### config.mk
export PLATFORM = sky130hd
export DESIGN_NAME = wb_port_arbiter
export DESIGN_NICKNAME = d
export VERILOG_FILES = /design/src/rtl/wb_port_arbiter_pkg.sv /design/src/rtl/wb_fifo.sv /design/src/rtl/wb_port_arbiter.sv
export SDC_FILE = /design/constraint.sdc
export NUM_CORES = 1
export LEC_CHECK = 0
export ABC_AREA = 1
export CORE_MARGIN = 1.5
export CORE_UTILIZATION = 44
export DETAILED_ROUTE_END_ITERATION = 10
export PLACE_DENSITY = 0.76
export REMOVE_ABC_BUFFERS = 1
export SLEW_MARGIN = 10
export SYNTH_ARGS = -nofsm -noshare
export SYNTH_HDL_FRONTEND = slang
export SYNTH_SLANG_ARGS = --single-unit
### constraint.sdc
create_clock -name clk -period 3.25 [get_ports clk]
set_input_delay 0.975 -clock clk [delete_from_list [all_inputs] [get_ports clk]]
set_output_delay 0.975 -clock clk [all_outputs]
set_load 0.01 [all_outputs]
### src/rtl/wb_port_arbiter_pkg.sv
// Shared widths, starvation default, FSM encoding and queue entry layout
// for the register-file write-port arbiter.
package wb_port_arbiter_pkg;

    localparam int R_SIZE          = 5;
    localparam int D_SIZE          = 32;
    localparam int WB_STARVE_LIMIT = 4;

    typedef enum logic [1:0] {
        ST_IDLE  = 2'd0,
        ST_WAIT  = 2'd1,
        ST_FORCE = 2'd2
    } state_t;

    typedef struct packed {
        logic [R_SIZE-1:0] wa;
        logic [D_SIZE-1:0] wd;
        logic              kill;
    } wb_entry_t;

endpackage

### src/rtl/wb_fifo.sv
// Two-entry queue of multicycle results; slot0 is always the head.
// Entries whose address matches a live pipeline write are marked killed.
module wb_fifo
    import wb_port_arbiter_pkg::*;
(
    input  logic              clk,
    input  logic              rst,
    input  logic              push,
    input  logic [R_SIZE-1:0] push_wa,
    input  logic [D_SIZE-1:0] push_wd,
    input  logic              pop,
    input  logic              kill_en,
    input  logic [R_SIZE-1:0] kill_wa,
    output logic [R_SIZE-1:0] head_wa,
    output logic [D_SIZE-1:0] head_wd,
    output logic              head_kill,
    output logic [1:0]        count
);

    wb_entry_t   slot0;
    wb_entry_t   slot1;
    logic        k0;
    logic        k1;
    logic        do_pop;
    logic        do_push;
    logic [1:0]  fill;
    logic        wr0;
    logic        wr1;

    always_comb begin
        k0      = slot0.kill | (kill_en && (slot0.wa == kill_wa));
        k1      = slot1.kill | (kill_en && (slot1.wa == kill_wa));
        do_pop  = pop && (count != 2'd0);
        do_push = push && ((count != 2'd2) || do_pop);
        fill    = count - {1'b0, do_pop};
        wr0     = do_push && (fill == 2'd0);
        wr1     = do_push && (fill == 2'd1);
    end

    always_ff @(posedge clk) begin
        if (rst) begin
            slot0 <= '0;
            slot1 <= '0;
            count <= 2'd0;
        end else begin
            if (wr0)
                slot0 <= '{wa: push_wa, wd: push_wd, kill: 1'b0};
            else if (do_pop)
                slot0 <= '{wa: slot1.wa, wd: slot1.wd, kill: k1};
            else
                slot0.kill <= k0;

            if (wr1)
                slot1 <= '{wa: push_wa, wd: push_wd, kill: 1'b0};
            else
                slot1.kill <= k1;

            count <= count + {1'b0, do_push} - {1'b0, do_pop};
        end
    end

    assign head_wa   = slot0.wa;
    assign head_wd   = slot0.wd;
    assign head_kill = slot0.kill;

endmodule

### src/rtl/wb_port_arbiter.sv
// Shares the single register-file write port between the pipeline and
// queued multicycle results, forcing a stall when the head starves.
module wb_port_arbiter
    import wb_port_arbiter_pkg::*;
#(
    parameter int STARVE_LIMIT = WB_STARVE_LIMIT
) (
    input  logic              clk,
    input  logic              rst,
    input  logic              p_we,
    input  logic [R_SIZE-1:0] p_wa,
    input  logic [D_SIZE-1:0] p_wd,
    input  logic              m_valid,
    input  logic [R_SIZE-1:0] m_wa,
    input  logic [D_SIZE-1:0] m_wd,
    output logic              m_ready,
    output logic              stall_req,
    output logic              rf_we,
    output logic [R_SIZE-1:0] rf_wa,
    output logic [D_SIZE-1:0] rf_wd,
    output logic              pending
);

    localparam int SW = $clog2(STARVE_LIMIT) + 1;
    localparam logic [SW-1:0] STARVE_TOP = SW'(STARVE_LIMIT - 1);

    state_t            state;
    state_t            state_n;
    logic [SW-1:0]     starve;
    logic [SW-1:0]     starve_n;
    logic [SW-1:0]     starve_inc;
    logic [1:0]        count;
    logic [1:0]        count_n;
    logic [R_SIZE-1:0] head_wa;
    logic [D_SIZE-1:0] head_wd;
    logic              head_kill;
    logic              in_force;
    logic              live_p;
    logic              same_wa;
    logic              push;
    logic              pop;
    logic              sel_force;
    logic              sel_pipe;
    logic              sel_head;
    logic              we_c;
    logic [R_SIZE-1:0] wa_c;
    logic [D_SIZE-1:0] wd_c;

    // rst only masks the outputs; ready itself depends on registered count
    assign m_ready  = !rst && (count != 2'd2);
    assign in_force = (state == ST_FORCE);
    assign live_p   = p_we && (p_wa != '0) && !in_force;
    assign same_wa  = p_we && !in_force && (p_wa == m_wa);
    assign push     = m_valid && m_ready && (m_wa != '0) && !same_wa;

    assign sel_force = in_force && (count != 2'd0);
    assign sel_pipe  = live_p;
    assign sel_head  = !in_force && !live_p && (count != 2'd0);

    always_comb begin
        we_c = 1'b0;
        wa_c = '0;
        wd_c = '0;
        pop  = 1'b0;
        unique case (1'b1)
            sel_force, sel_head: begin
                we_c = !head_kill;
                wa_c = head_wa;
                wd_c = head_wd;
                pop  = 1'b1;
            end
            sel_pipe: begin
                we_c = 1'b1;
                wa_c = p_wa;
                wd_c = p_wd;
                pop  = (count != 2'd0) && head_kill;
            end
            default: ;
        endcase
    end

    wb_fifo u_fifo (
        .clk       (clk),
        .rst       (rst),
        .push      (push),
        .push_wa   (m_wa),
        .push_wd   (m_wd),
        .pop       (pop),
        .kill_en   (live_p),
        .kill_wa   (p_wa),
        .head_wa   (head_wa),
        .head_wd   (head_wd),
        .head_kill (head_kill),
        .count     (count)
    );

    assign count_n    = count + {1'b0, push} - {1'b0, pop};
    assign starve_inc = starve + SW'(1);

    always_comb begin
        state_n  = state;
        starve_n = starve;
        unique case (state)
            ST_IDLE: begin
                starve_n = '0;
                if (push)
                    state_n = ST_WAIT;
            end
            ST_WAIT: begin
                if (pop) begin
                    starve_n = '0;
                    if (count_n == 2'd0)
                        state_n = ST_IDLE;
                end else if (starve_inc == STARVE_TOP) begin
                    starve_n = '0;
                    state_n  = ST_FORCE;
                end else begin
                    starve_n = starve_inc;
                end
            end
            ST_FORCE: begin
                starve_n = '0;
                state_n  = (count_n != 2'd0) ? ST_WAIT : ST_IDLE;
            end
            default: begin
                starve_n = '0;
                state_n  = ST_IDLE;
            end
        endcase
    end

    always_ff @(posedge clk) begin
        if (rst) begin
            state  <= ST_IDLE;
            starve <= '0;
        end else begin
            state  <= state_n;
            starve <= starve_n;
        end
    end

    assign stall_req = !rst && in_force;
    assign rf_we     = !rst && we_c;
    assign rf_wa     = rst ? '0 : wa_c;
    assign rf_wd     = rst ? '0 : wd_c;
    assign pending   = !rst && (count != 2'd0);

endmodule

==> reports/qor.csv <==
stage;metric;value;unit
floorplanning;die height;104;um
timing;Tcrit/Tclk final;1.01;
power;Sw Share;0.411;
place;gpl congestion;0.884;
synth;area leader, netlist;dfxtp_1;
place;Cells after DPL;932;
timing;Total Neg Setup Slack;-0.0265;ns
synth;Compound-Gate Fraction of Synth Area;0.114;
place;port bufs;118;
synth;sequential fraction of the synthesis area;0.370;
route;routed vias;5115;
timing;final setup margin;-0.0190;ns
timing;max_slew headroom;0.652;
global_routing;met3 track demand over resource;0.0533;
global_routing;GRT met1 Usage;0.305;
worst_setup_path;worst path required time;2.27;ns
global_routing;first-pass GRT wire length;23.9;mm
clock_tree;cts bufs inserted;9;
synth;mux contribution to synthesized area;0;
synth;largest family of logic cells by synthesized area;simple AND/OR/NAND/NOR gates;
clock_tree;Max Root-Sink Buffers;2;
route;Pre-Repair DR Iteration Count;5;
synth;Syn. warnings;0;
finish;layout cells sized above 1;0.239;
worst_hold_path;worst hold path type;reg -> reg;
timing;Max Fclk;306;MHz
floorplanning;# IOs;119;
worst_setup_path;Critical Path Source Type;primary input;
synth;Synth Area in Simple Gates;0.372;
worst_setup_path;r2r setup slk;0.32;ns
route;Initial DRC Count;291;
clock_tree;Sinks on Clock Net;83;
timing;RSZ-0062 raised after global routing;true;
finish;Finished Layout Cells;982;
synth;synth top area cells;dfxtp_1 (37%), nand3_1 (12%), nand2_1 (10%);
power;Clock Power Share;0.186;
outcome;outcome;complete, but fails checks;
global_routing;GRT overflow;0;
global_routing;gr usage total;0.273;
power;maximum vdd drop;388;uV
synth;adder-cell area share of the yosys netlist;0.0139;
floorplanning;die area;10800;um^2
timing;final clock skew;0.0144;ns
finish;commonest non-fill, non-tap cells in the layout;nand2_1 (122), nor2_1 (120), nand3_1 (111);
finish;Finished Cell Area;6600;um^2
timing;Max Slew Vio Count;0;
synth;mapped cell area;4500;um^2
timing;post-layout min period;3.27;ns
worst_setup_path;CP Capture Type;output pin;
floorplanning;Initial Util;0.456;
clock_tree;clk_lat worst skew;0.36;ns
run;maxcap violations;0;
finish;area added between synthesis and finish;46.7;%
global_routing;vias in the first global route;5032;
clock_tree;hold buffer count at CTS;0;
synth;Netlist cell types;31;
clock_tree;TritonCTS clock tree;done;
place;post-DP HPWL;9.21;mm
power;Flop pwr share;0.310;
route;DR DRC count;0;
timing;Final setup viols;2;
power;NetSw;1.67;mW
clock_tree;CTS root buf;clkbuf_8;
power;LEAKAGE;2.84;nW
power;total power;4.06;mW
power;Cell Pwr Density;615;nW/um^2
finish;diode count;0;
worst_setup_path;CP Class;in -> out;
route;Routed WL per cell;15.6;um
floorplanning;Core ar.;9860;um^2
synth;share of the synthesized area in the top cell type;0.370;
timing;Worst Tran Pin Value;0.522;ns
route;Post-DRT Antenna Nets;0;
worst_setup_path;arrival time at the worst endpoint;2.29;ns
floorplanning;Core Rows;36;
route;vias per cell;5.21;
synth;Mapped Cells;683;
synth;Seq cells post-synth;83;
worst_setup_path;largest fanout on the critical path;6;
synth;Avg Cell Area, Syn;6.58;um^2
place;Placement Cell Area;6010;um^2
global_routing;global routing's busiest layer;met2;
finish;most common cell after layout, fill and taps aside;nand2_1;
floorplanning;Die W;104;um
power;power share of the combinational group;0.504;
clock_tree;H-tree Lvls;3;
global_routing;initial antenna violation count;0;
place;Place WS;-0.706;ns
outcome;failing checks;setup timing;
synth;Synth Area in XOR/XNOR;0.0270;
timing;Final Hold Viols;0;
clock_tree;CTS clk-pin slew, worst paths;0.08;ns
global_routing;largest net degree at the start of global routing;49;
route;Routed WL;15.3;mm
global_routing;met2 Usage GRT;0.472;
finish;fin nets;927;
power;Internal Power;2.39;mW
state kept, by name (all words and copies together), names as in the netlist:
| register | flops |
|---|---|
| u_fifo.slot1 | 38 |
| u_fifo.head_wd | 32 |
| u_fifo.head_wa | 5 |
| starve | 3 |
| state | 2 |
| u_fifo.count | 2 |
| u_fifo.head_kill | 1 |
path summary, 6_finish.rpt:
kind,from,to,depth (start not counted)
max,p_wa[2],rf_wd[29],12
max reg2reg,state[0],u_fifo.slot1[0],20
min,starve[0],starve[0],1
min reg2reg,starve[0],starve[0],1
kinds of logic (layout without fill, tap and decap cells):
| group | count (synthesis) | in the layout |
|---|---|---|
| compound gates | 91 | 91 |
| xor+xnor | 13 | 13 |
| fa+ha+maj | 5 | 5 |
| buf+inv | 105 | 271 |
| flops | 83 | 83 |
| simple gates | 386 | 386 |
power by group through the flow:
stage               clock [mW]  sequential (mW)  combinational [mW]
floorplan                    0             1.26               0.910
global placement             0             1.27                1.74
detailed placement           0             1.28                1.79
CTS                      0.761             1.25                1.97
global route             0.803             1.27                2.22
finish                   0.752             1.26                2.04
metrics by stage:
step,utilization,hold WS [ns]
after global routing,0.669,0.487
final,0.669,0.446
after floorplan,-,0.417
after global placement,0.610,0.427
after CTS,0.657,0.451
after detailed placement,0.610,0.437
layer usage:
metal,vias up,routed length [um]
met3,55,1030
met4,0,714
met1,2324,6040
met5,-,0
met2,228,7490
li1,2508,-
Yosys cell counts (all sizes together):
cell and n:
inv 61, xor2 11, buf 22, a21oi 49
clkbuf 22, dfxtp 83, a31oi 1, nand2 139
o22ai 3, xnor2 2, nor3 5, nor2 126
ha 5, nand4 3, nand3 113, o21ai 38
critical path, stage by stage:
cell	delay [ns]
buf_6	0.10
nor2_2	0.11
nand3_2	0.09
nand2_2	0.08
inv_2	0.05
nor2_4	0.11
nand2_4	0.08
buf_12	0.14
buf_12	0.13
buf_16	0.14
o21ai_2	0.13
buf_2	0.15
cell type report:
type	instances	area [um^2]
multi-input cells	495	2520
repair buffers	194	1820
fillers	807	3270
clock buffers	12	145
well taps	133	166
inverters	61	231
clock inverters	4	50.0
flip-flops and latches	83	1660
what timing repair did:
item | in CTS | in global routing
setup buffers | 26 | 3
gates resized for setup | 226 | 19
pin swaps | 6 | 6
setup endpoints to repair | 38 | 39
gates cloned | 4 | 1
Power figures use the tool's default switching activity.
